### src/rtl/rr_prio_arbiter.sv
// Registered N-way arbiter: highest-index-first search with optional rotating pointer,
// grant retention while requested, and a hold limit that yields to other pending requesters.
module rr_prio_arbiter #(
    parameter int N       = 8,
    parameter int MAXHOLD = 4,
    parameter int IW      = $clog2(N)
) (
    input  logic          clk,
    input  logic          rst,
    input  logic          rr_en,
    input  logic [N-1:0]  req,
    output logic [N-1:0]  grant,
    output logic          grant_valid,
    output logic [IW-1:0] grant_id
);

    localparam int HW   = (MAXHOLD > 1) ? $clog2(MAXHOLD) : 1;
    localparam int HMAX = (MAXHOLD > 0) ? MAXHOLD - 1 : 0;
    localparam logic [HW-1:0] HOLD_LAST = HW'(HMAX);
    localparam logic [IW-1:0] TOP_IDX   = IW'(N - 1);

    typedef enum logic {
        IDLE,
        BUSY
    } state_t;

    state_t        state_q, state_d;
    logic [N-1:0]  grant_q, grant_d;
    logic          valid_q, valid_d;
    logic [IW-1:0] id_q, id_d;
    logic [IW-1:0] ptr_q, ptr_d;
    logic [HW-1:0] hold_q, hold_d;

    logic [IW-1:0] startIdx;
    logic [IW:0]   pickAll;
    logic [IW:0]   pickOther;
    logic          newGrant;
    logic [IW-1:0] winId;

    // Returns {found, index} for the first set bit scanning start, start-1, ... with wrap.
    // Scanning from the lowest priority upward lets the last hit be the winner.
    function automatic logic [IW:0] pick(input logic [N-1:0] r, input logic [IW-1:0] start);
        logic [IW:0] res;
        int          idx;
        res = '0;
        for (int off = N - 1; off >= 0; off--) begin
            idx = int'(start) - off;
            if (idx < 0) begin
                idx = idx + N;
            end
            if (r[IW'(idx)]) begin
                res = {1'b1, IW'(idx)};
            end
        end
        return res;
    endfunction

    assign startIdx  = rr_en ? ptr_q : TOP_IDX;
    assign pickAll   = pick(req, startIdx);
    assign pickOther = pick(req & ~grant_q, startIdx);

    always_comb begin
        state_d  = state_q;
        grant_d  = grant_q;
        valid_d  = valid_q;
        id_d     = id_q;
        ptr_d    = ptr_q;
        hold_d   = hold_q;
        newGrant = 1'b0;
        winId    = '0;

        case (state_q)
            IDLE: begin
                if (pickAll[IW]) begin
                    newGrant = 1'b1;
                    winId    = pickAll[IW-1:0];
                end
            end
            BUSY: begin
                if (!req[id_q]) begin
                    // Owner released: hand over in the same edge, or fall back to idle.
                    if (pickAll[IW]) begin
                        newGrant = 1'b1;
                        winId    = pickAll[IW-1:0];
                    end else begin
                        state_d = IDLE;
                        grant_d = '0;
                        valid_d = 1'b0;
                        id_d    = '0;
                        hold_d  = '0;
                    end
                end else if ((MAXHOLD > 0) && (hold_q == HOLD_LAST) && pickOther[IW]) begin
                    newGrant = 1'b1;
                    winId    = pickOther[IW-1:0];
                end else if (hold_q != HOLD_LAST) begin
                    hold_d = hold_q + 1'b1;
                end
            end
            default: begin
                state_d = IDLE;
            end
        endcase

        if (newGrant) begin
            state_d = BUSY;
            grant_d = {{(N-1){1'b0}}, 1'b1} << winId;
            valid_d = 1'b1;
            id_d    = winId;
            hold_d  = '0;
            ptr_d   = (winId == '0) ? TOP_IDX : winId - 1'b1;
        end
    end

    always_ff @(posedge clk or posedge rst) begin
        if (rst) begin
            state_q <= IDLE;
            grant_q <= '0;
            valid_q <= 1'b0;
            id_q    <= '0;
            ptr_q   <= TOP_IDX;
            hold_q  <= '0;
        end else begin
            state_q <= state_d;
            grant_q <= grant_d;
            valid_q <= valid_d;
            id_q    <= id_d;
            ptr_q   <= ptr_d;
            hold_q  <= hold_d;
        end
    end

    assign grant       = grant_q;
    assign grant_valid = valid_q;
    assign grant_id    = id_q;

endmodule

### config.mk
export PLATFORM = sky130hd
export DESIGN_NAME = rr_prio_arbiter
export DESIGN_NICKNAME = d
export VERILOG_FILES = /design/src/rtl/rr_prio_arbiter.sv
export SDC_FILE = /design/constraint.sdc
export NUM_CORES = 1
export LEC_CHECK = 0
export ABC_AREA = 1
export BUFFER_PORTS_ARGS = -buffer_cell sky130_fd_sc_hd__buf_2
export CAP_MARGIN = 10
export CORE_AREA = 10 10 74 76
export CTS_CLUSTER_SIZE = 8
export DETAILED_ROUTE_END_ITERATION = 12
export DIE_AREA = 0 0 84 86
export PLACE_DENSITY = 0.8
export SYNTH_ARGS = -nofsm -noshare
export SYNTH_HDL_FRONTEND = slang
export SYNTH_SLANG_ARGS = --single-unit
### constraint.sdc
create_clock -name clk -period 5.12 [get_ports clk]
set_input_delay 0.256 -clock clk [delete_from_list [all_inputs] [get_ports clk]]
set_output_delay 0.256 -clock clk [all_outputs]
set_load 0.01 [all_outputs]
==> flow_summary.yaml, run 1 <==
timing:
  layout_setup_ws_ps: 1580
  finalHoldViolations: 0
  whs_ps: 97.9
  finalCritPeriodShare_pct: 69.2
  finalMaxSlewViolations: 0
  worst_slew_pin_slew_ps: 674
  setup-tns-final_ps: 0
  fmax_mhz: 282
  period_minus_slack_ps: 3540
  fin_skew_ps: 0.941
  rsz0062_at_grt: "false"
  max_slew_margin_pct: 55.0
  finalSetupViolations: 0
detailed_routing:
  firstDrtPassIters: 5
  first_iter_violations: 401
  num_vias: 2734
  ant_nets: 0
  route.detailed.drc: 0
  wl_um: 6860
  vias_per_cell: 5.55
  wire_per_inst_um: 13.9
clock_tree:
  clock_sinks: 18
  htree_levels: 1
  cts_tree: "done"
  clkTransAtPathRegs_ps: 70
  worstSkewPairLatency_ps: 250
  cts_setup_buffers: 0
  ctsResizeCount: 0
  cts_root_buf: "clkbuf_8"
  clockBufferDepth: 2
  cts_inserted_buffers: 3
  hold_buffers: 0
placement:
  hpwl_um: 5550
  io_buffers: 22
  place_worst_setup_slack_ps: 1650
  place.gp.congestion: 0.962
worst_setup_path:
  critical_path_buf_inv_count: 4
  crit_family: "simple AND/OR/NAND/NOR gates"
  slowest_stage: "dfstp_2"
  crit_path_start: "ptr_q[0]"
  critPathMaxStageDelay_ps: 580
  start_kind: "register"
  endpoint_kind: "register"
  cp_common_cell: "nand2_1"
  r2r-end: "ptr_q[2]"
  crit_chain: "inv_2 -> nand2_2 -> ha_1 -> inv_1 -> nand2_1 -> nand3_1 -> nand2_2 -> inv_1 -> nand2_1 -> o21ai_0 -> nand2_1 -> o21ai_0 -> nand2_1 -> nand2_1 -> inv_1 -> ha_1 -> or2_2 -> nor2_1 -> nor2_1"
  r2r_cells: 19
  crit_required_ps: 5310
  r2r-start: "ptr_q[0]"
  critPathKind: "register to register"
  crit_fanout: 21
  crit_arrival_ps: 3730
  r2r_slack_ps: 1580
power:
  vdd_drop_max_uv: 452
  p_leak_nw: 1.49
  cellPowerDensity_nw_per_um2: 735
  finalPower_mw: 1.85
yosys:
  synthTopCellsByCount: "170 x nand2_1, 67 x nand3_1, 52 x inv_1"
  netlist_area_um2: 2380
  seq_area_frac_synth_pct: 19.1
  ys_top_cells_by_area: "nand2_1 27%, dfrtp_1 16%, nand3_1 14%, inv_1 8.2%, a21oi_1 4.4%"
  synth_area_leader_cell: "nand2_1"
  ys_ff_latch: 18
  synth_top_area_share_pct: 26.8
  syn_inst: 427
  synthMostInstantiatedCell: "nand2_1"
  synthDistinctLibCells: 27
  syn_nets: 445
  synth_ff_type: "dfrtp_1"
  ys_async_sr_fraction_pct: 100
  synth_edf_count: 0
  avgSynthCellArea_um2: 5.57
  yosysWarningCount: 0
run_status:
  status: "finished clean"
finish:
  syn_to_final_growth_pct: 5.73
  layout-drive-gt1-share_pct: 14.7
  register_area_um2: 454
  final_core_util_pct: 63.3
  fillers: 384
  multi_input_area_um2: 1600
  nets: 462
  n_antenna_cell: 0
global_route:
  grt_pass1_vias: 2445
  grt_max_degree: 22
  grt_pass1_wl_um: 11100
  antenna_found_initial: 0
  grt_overflow: 0
  grt_usage_pct: 18.1
floorplan:
  die_w_um: 84
  fp-row-count: 23
  io-pin-count: 23
  fp.dieH_um: 86
  die_area_um2: 7220
  coreArea_um2: 3970
  start_util_pct: 59.9
flow_run:
  cap_violations: 0
worst_hold_path:
  hp-class: "primary input to asynchronous set/reset pin"
[where the power goes]
group	switching, mW	total (mW)	internal, mW
registers	0.0687	0.280	0.212
clock network	0.0457	0.114	0.0683
logic	0.988	1.45	0.467
total	1.10	1.85	0.747
[logic make-up (layout without fill, tap and decap cells)]
family	count (synthesis)	in the layout	synth area share (%)
compound gates	45	45	10.3
fa+ha+maj	7	7	3.68
simple gates	287	287	53.4
buf+inv	70	86	13.5
flops	18	18	19.1
[per-layer routing]
layer / track usage (%) / vias up / wire length [µm]
li1: - / 1373 / -
met1: 22.4 / 1192 / 2910
met2: 29.8 / 136 / 3130
met3: 2.37 / 33 / 521
met4: 9.74 / 0 / 295
met5: 0 / - / 0
[registers in the layout, indices dropped and copies added, names as in the netlist]
name	flops
grant	8
grant_id	3
ptr_q	3
hold_q	2
grant_valid	1
state_q	1
[final cells by class]
type,instances,share of cell area (%)
Clock buffer,4,2.19
Sequential cell,18,18.1
Timing Repair Buffer,22,4.38
Tap cell,50,2.49
Multi-Input combinational cell,339,63.8
Inverter,60,9.10
[per-stage QoR]
step / cell area, µm² / cells
floorplan: 2380 / 427
global placement: 2460 / 489
detailed placement: 2460 / 489
CTS: 2510 / 493
global route: 2510 / 493
finish: 2510 / 493
[cell usage in the layout (no fill, tap or decap), drive strengths merged, types with 2 or more instances in the layout]
cell,synthesis,layout
clkbuf,0,4
ha,7,7
a21oi,21,21
dfrtp,15,15
nand2,187,187
nand3,71,71
o21ai,21,21
nor2,26,26
a31oi,2,2
inv,59,59
dfstp,3,3
buf,10,22
[worst max-delay path by stage]
stage	end	slack [ps]	cells past startpoint
after floorplan	ptr_q[2]	2190	20
after CTS	ptr_q[2]	1630	19
after global routing	ptr_q[2]	1220	19
after detailed placement	ptr_q[2]	1650	19
after global placement	ptr_q[2]	1800	19
final	ptr_q[2]	1580	19
(Power assumes the default switching activity.)
==> run 2: changes to the inputs <==
==> constraint.sdc (replaced) <==
create_clock -name clk -period 3.5 [get_ports clk]
set_input_delay 0.175 -clock clk [delete_from_list [all_inputs] [get_ports clk]]
set_output_delay 0.175 -clock clk [all_outputs]
set_load 0.01 [all_outputs]
==> flow_summary.yaml, run 2 (synthesized netlist as in run 1, its figures left out) <==
finish:
  register_area_um2: 454
  final_common_cell: "nand2_1"
  nets: 464
  layout.cells.most_common_list: "169 x nand2_1, 67 x nand3_1, 51 x inv_1"
  multi_input_area_um2: 1610
  layout-drive-gt1-share_pct: 15.5
  n_antenna_cell: 0
  fillers: 405
  syn_to_final_growth_pct: 6.68
  largest_reg_flops: 8
placement:
  hpwl_um: 5930
  place.gp.congestion: 1.02
  io_buffers: 22
run_status:
  status: "finished clean"
detailed_routing:
  first_iter_violations: 291
  route.detailed.drc: 0
  firstDrtPassIters: 5
  num_vias: 2755
  wire_per_inst_um: 14.8
  wl_um: 7350
  vias_per_cell: 5.57
  ant_nets: 0
global_route:
  grt_pass1_vias: 2717
  antenna_found_initial: 0
  grt_overflow: 0
  grt_max_degree: 19
  grt_usage_pct: 20.8
  grt_pass1_wl_um: 12700
timing:
  period_minus_slack_ps: 3270
  finalMaxSlewViolations: 0
  rsz0062_at_grt: "false"
  setup-tns-final_ps: 0
  max_slew_margin_pct: 55.1
  fmax_mhz: 306
  finalHoldViolations: 0
  finalSetupViolations: 0
  fin_skew_ps: 3.57
  worst_slew_pin_slew_ps: 674
  finalCritPeriodShare_pct: 93.4
floorplan:
  start_util_pct: 59.9
  fp.dieH_um: 86
  die_area_um2: 7220
  coreArea_um2: 3970
  io-pin-count: 23
  die_w_um: 84
  fp-row-count: 23
worst_setup_path:
  crit_fanout: 9
  crit_arrival_ps: 3460
  start_kind: "register"
  crit_required_ps: 3700
  endpoint_kind: "register"
  critPathKind: "register to register"
  r2r_slack_ps: 230
clock_tree:
  hold_buffers: 0
  clockBufferDepth: 2
  clkTransAtPathRegs_ps: 70
  cts_tree: "done"
  clock_sinks: 18
  htree_levels: 1
  worstSkewPairLatency_ps: 260
  cts_root_buf: "clkbuf_8"
  cts_inserted_buffers: 3
flow_run:
  cap_violations: 0
worst_hold_path:
  hp-class: "primary input to asynchronous set/reset pin"
power:
  vdd_drop_max_uv: 718
  p_leak_nw: 1.50
  finalPower_mw: 2.78
  cellPowerDensity_nw_per_um2: 1100
## run 2: cell types whose count changed in the layout (fill, tap and decap cells not counted), sizes merged
| cell | delta |
|---|---|
| buf | +2 |
## run 2: final timing paths
check	startpoint	end	cells after the start
setup reg to reg	ptr_q[1]	ptr_q[2]	19
hold / removal	rst	grant_id[1]	2
hold reg to reg	grant_valid	grant_valid	2
max in group asynchronous	rst	grant[7]	2
min in group clk	grant_valid	grant_valid	2
setup / recovery	ptr_q[1]	ptr_q[2]	19
## run 2: report_power, final
group	internal (mW)	switching (mW)
Sequential	0.309	0.0952
Combinational	0.698	1.51
Clock	0.100	0.0711
Total	1.11	1.67
## run 2: worst max-delay path, stage by stage, from the launching register on
cell and delay, ps:
dfstp_2 560, inv_1 90, nand2_2 180, ha_1 350
inv_2 150, nand2_1 110, nand3_1 130, nand2_2 70
inv_1 70, nand2_1 60, o21ai_0 160, nand2_1 60
o21ai_0 120, nand2_1 120, nand2_1 160, inv_1 100
ha_1 220, or2_2 300, nor2_1 120, nor2_1 60
## run 2: layer usage
metal / global-route usage [%] / routed length [µm] / vias up
met3: 2.27 / 475 / 22
li1: - / - / 1389
met2: 36.3 / 3510 / 111
met4: 10.2 / 303 / 0
met1: 24.6 / 3060 / 1233
met5: 0 / 0 / -
## run 2: per-stage QoR
stage / cells / area (µm²) / util [%] / hold slack [ps] / setup slack [ps]
6_report: 495 / 2540 / 63.9 / 1.41 / 231
4_1_cts: 495 / 2530 / 63.7 / 26.9 / 208
3_3_place_gp: 491 / 2470 / 62.3 / 303 / 354
2_1_floorplan: 427 / 2380 / - / 111 / 568
3_5_place_dp: 491 / 2470 / 62.3 / 302 / 223
5_1_grt: 495 / 2540 / 63.9 / 59.6 / 3.92
## run 2: cell type report
cell class	instances	area share (%)
Multi-Input combinational cell	339	63.5
Sequential cell	18	17.9
Inverter	60	9.02
Timing Repair Buffer	24	4.93
Tap cell	50	2.47
Clock buffer	4	2.17
## run 2: what timing repair did
action / CTS / global route
setup endpoints to repair: 0 / 1
hold endpoints to repair: 0 / 0
buffers inserted: 0 / 0
resized for setup: 0 / 3
==> run 3: changes to the inputs <==
--- a/config.mk
+++ b/config.mk
@@ -8,11 +8,11 @@
 export ABC_AREA = 1
 export BUFFER_PORTS_ARGS = -buffer_cell sky130_fd_sc_hd__buf_2
 export CAP_MARGIN = 10
-export CORE_AREA = 10 10 74 76
+export CORE_AREA = 2 2 66 68
 export CTS_CLUSTER_SIZE = 8
 export DETAILED_ROUTE_END_ITERATION = 12
-export DIE_AREA = 0 0 84 86
-export PLACE_DENSITY = 0.8
+export DIE_AREA = 0 0 68 70
+export PLACE_DENSITY = 0.86
 export SYNTH_ARGS = -nofsm -noshare
 export SYNTH_HDL_FRONTEND = slang
 export SYNTH_SLANG_ARGS = --single-unit
==> flow_summary.yaml, run 3 (synthesized netlist as in run 1, its figures left out) <==
global_route:
  grt_pass1_vias: 2719
  antenna_found_initial: 0
  grt_usage_pct: 31.4
  met3_usage_pct: 2.74
  grt_overflow: 0
  met1_usage_pct: 40.3
  grt_pass1_wl_um: 11800
  grt_max_degree: 19
  grt.busiest_layer: "met2"
  use_met2_pct: 52.6
clock_tree:
  cts_tree: "done"
  htree_levels: 1
  worstSkewPairLatency_ps: 250
  clkTransAtPathRegs_ps: 70
  cts_root_buf: "clkbuf_8"
  cts_inserted_buffers: 3
  clock_sinks: 18
  clockBufferDepth: 2
  hold_buffers: 0
floorplan:
  coreArea_um2: 4140
  fp-row-count: 24
  io-pin-count: 23
  die_area_um2: 4760
  die_w_um: 68
  fp.dieH_um: 70
  start_util_pct: 57.4
worst_setup_path:
  cp_common_cell: "nand2_1"
  r2r_slack_ps: 220
  r2r_cells: 20
  critPathMaxStageDelay_ps: 600
  crit_arrival_ps: 3460
  endpoint_kind: "register"
  crit_required_ps: 3690
  r2r-end: "ptr_q[2]"
  critPathKind: "register to register"
  crit_chain: "inv_2 -> nand2_4 -> buf_6 -> nand2_1 -> nand3_1 -> nand3_1 -> nand2_1 -> inv_1 -> nand2_1 -> nor2_1 -> nand2_1 -> nand2_2 -> a21oi_1 -> nand2_1 -> nand2_1 -> inv_1 -> ha_1 -> or2_2 -> nor2_1 -> nor2_1"
  r2r-start: "ptr_q[0]"
  slowest_stage: "dfstp_2"
  start_kind: "register"
  crit_fanout: 16
timing:
  finalHoldViolations: 0
  finalCritPeriodShare_pct: 93.7
  fin_skew_ps: 1.77
  max_slew_margin_pct: 54.8
  rsz0062_at_grt: "false"
  worst_slew_pin_slew_ps: 677
  whs_ps: 10.4
  finalMaxSlewViolations: 0
  setup-tns-final_ps: 0
  period_minus_slack_ps: 3280
  finalSetupViolations: 0
  fmax_mhz: 305
finish:
  n_antenna_cell: 0
  layout-drive-gt1-share_pct: 16.9
  syn_to_final_growth_pct: 9.26
  largest_reg_flops: 8
  final_common_cell: "nand2_1"
  multi_input_area_um2: 1620
  nets: 470
  fillers: 419
  register_area_um2: 454
  layout.cells.most_common_list: "169 x nand2_1, 67 x nand3_1, 51 x inv_1"
detailed_routing:
  route.detailed.drc: 0
  wire_per_inst_um: 14.1
  wl_um: 7080
  num_vias: 2872
  first_iter_violations: 311
  firstDrtPassIters: 7
  vias_per_cell: 5.71
  ant_nets: 0
placement:
  hpwl_um: 5490
  place.gp.congestion: 0.971
  io_buffers: 22
worst_hold_path:
  hp-class: "primary input to asynchronous set/reset pin"
power:
  cellPowerDensity_nw_per_um2: 1080
  finalPower_mw: 2.81
  p_leak_nw: 1.53
  vdd_drop_max_uv: 698
flow_run:
  cap_violations: 0
run_status:
  status: "finished clean"
-- run 3: cell count changes in the layout (fill, tap and decap cells not counted), sizes merged --
| cell | previous run | this run |
|---|---|---|
| buf | 24 | 30 |
-- run 3: metrics by stage --
step	area, µm²	cells	setup WS [ps]	utilization (%)
floorplan	2380	427	568	-
global placement	2470	492	367	59.6
detailed placement	2470	492	180	59.6
CTS	2520	496	120	60.9
global route	2600	503	4.79	62.7
finish	2600	503	221	62.7
-- run 3: area by class of cell --
cell class / instances / share of cell area [%]
Timing Repair Buffer: 30 / 6.69
Multi-Input combinational cell: 339 / 62.3
Inverter: 60 / 8.91
Clock buffer: 4 / 2.12
Sequential cell: 18 / 17.5
Tap cell: 52 / 2.50
-- run 3: timing repair --
item | CTS | global route
buffers inserted | 0 | 7
setup endpoints to repair | 0 | 1
gates resized for setup | 0 | 9
-- run 3: layer usage --
layer  vias to the layer above  routed length [µm]
li1                       1404                   -
met1                      1293                2930
met2                       146                3440
met3                        29                 499
met4                         0                 209
met5                         -                   0
-- run 3: worst max-delay path by stage --
stage	cells past startpoint	to	slack, ps	startpoint
2_1_floorplan	20	ptr_q[2]	570	ptr_q[1]
3_3_place_gp	19	ptr_q[2]	370	ptr_q[1]
3_5_place_dp	19	ptr_q[2]	180	ptr_q[1]
4_1_cts	19	ptr_q[2]	120	ptr_q[1]
5_1_grt	19	ptr_q[2]	5	ptr_q[0]
6_report	20	ptr_q[2]	220	ptr_q[0]
-- run 3: critical path: cells and delay by family (launching register included) --
kind                       cells  cell delay, ps
AOI/OAI and AO/OA              1             150
adders and majority gates      1             200
buffers and inverters          4             480
DFF                            1             600
and+or+nand+nor               14            1760
-- run 3: power breakdown --
group          internal (mW)  total, mW  leakage (nW)  switching, mW
clock network          0.100      0.170        0.0288         0.0699
registers              0.309      0.414         0.220          0.105
logic                  0.728       2.23          1.28           1.50
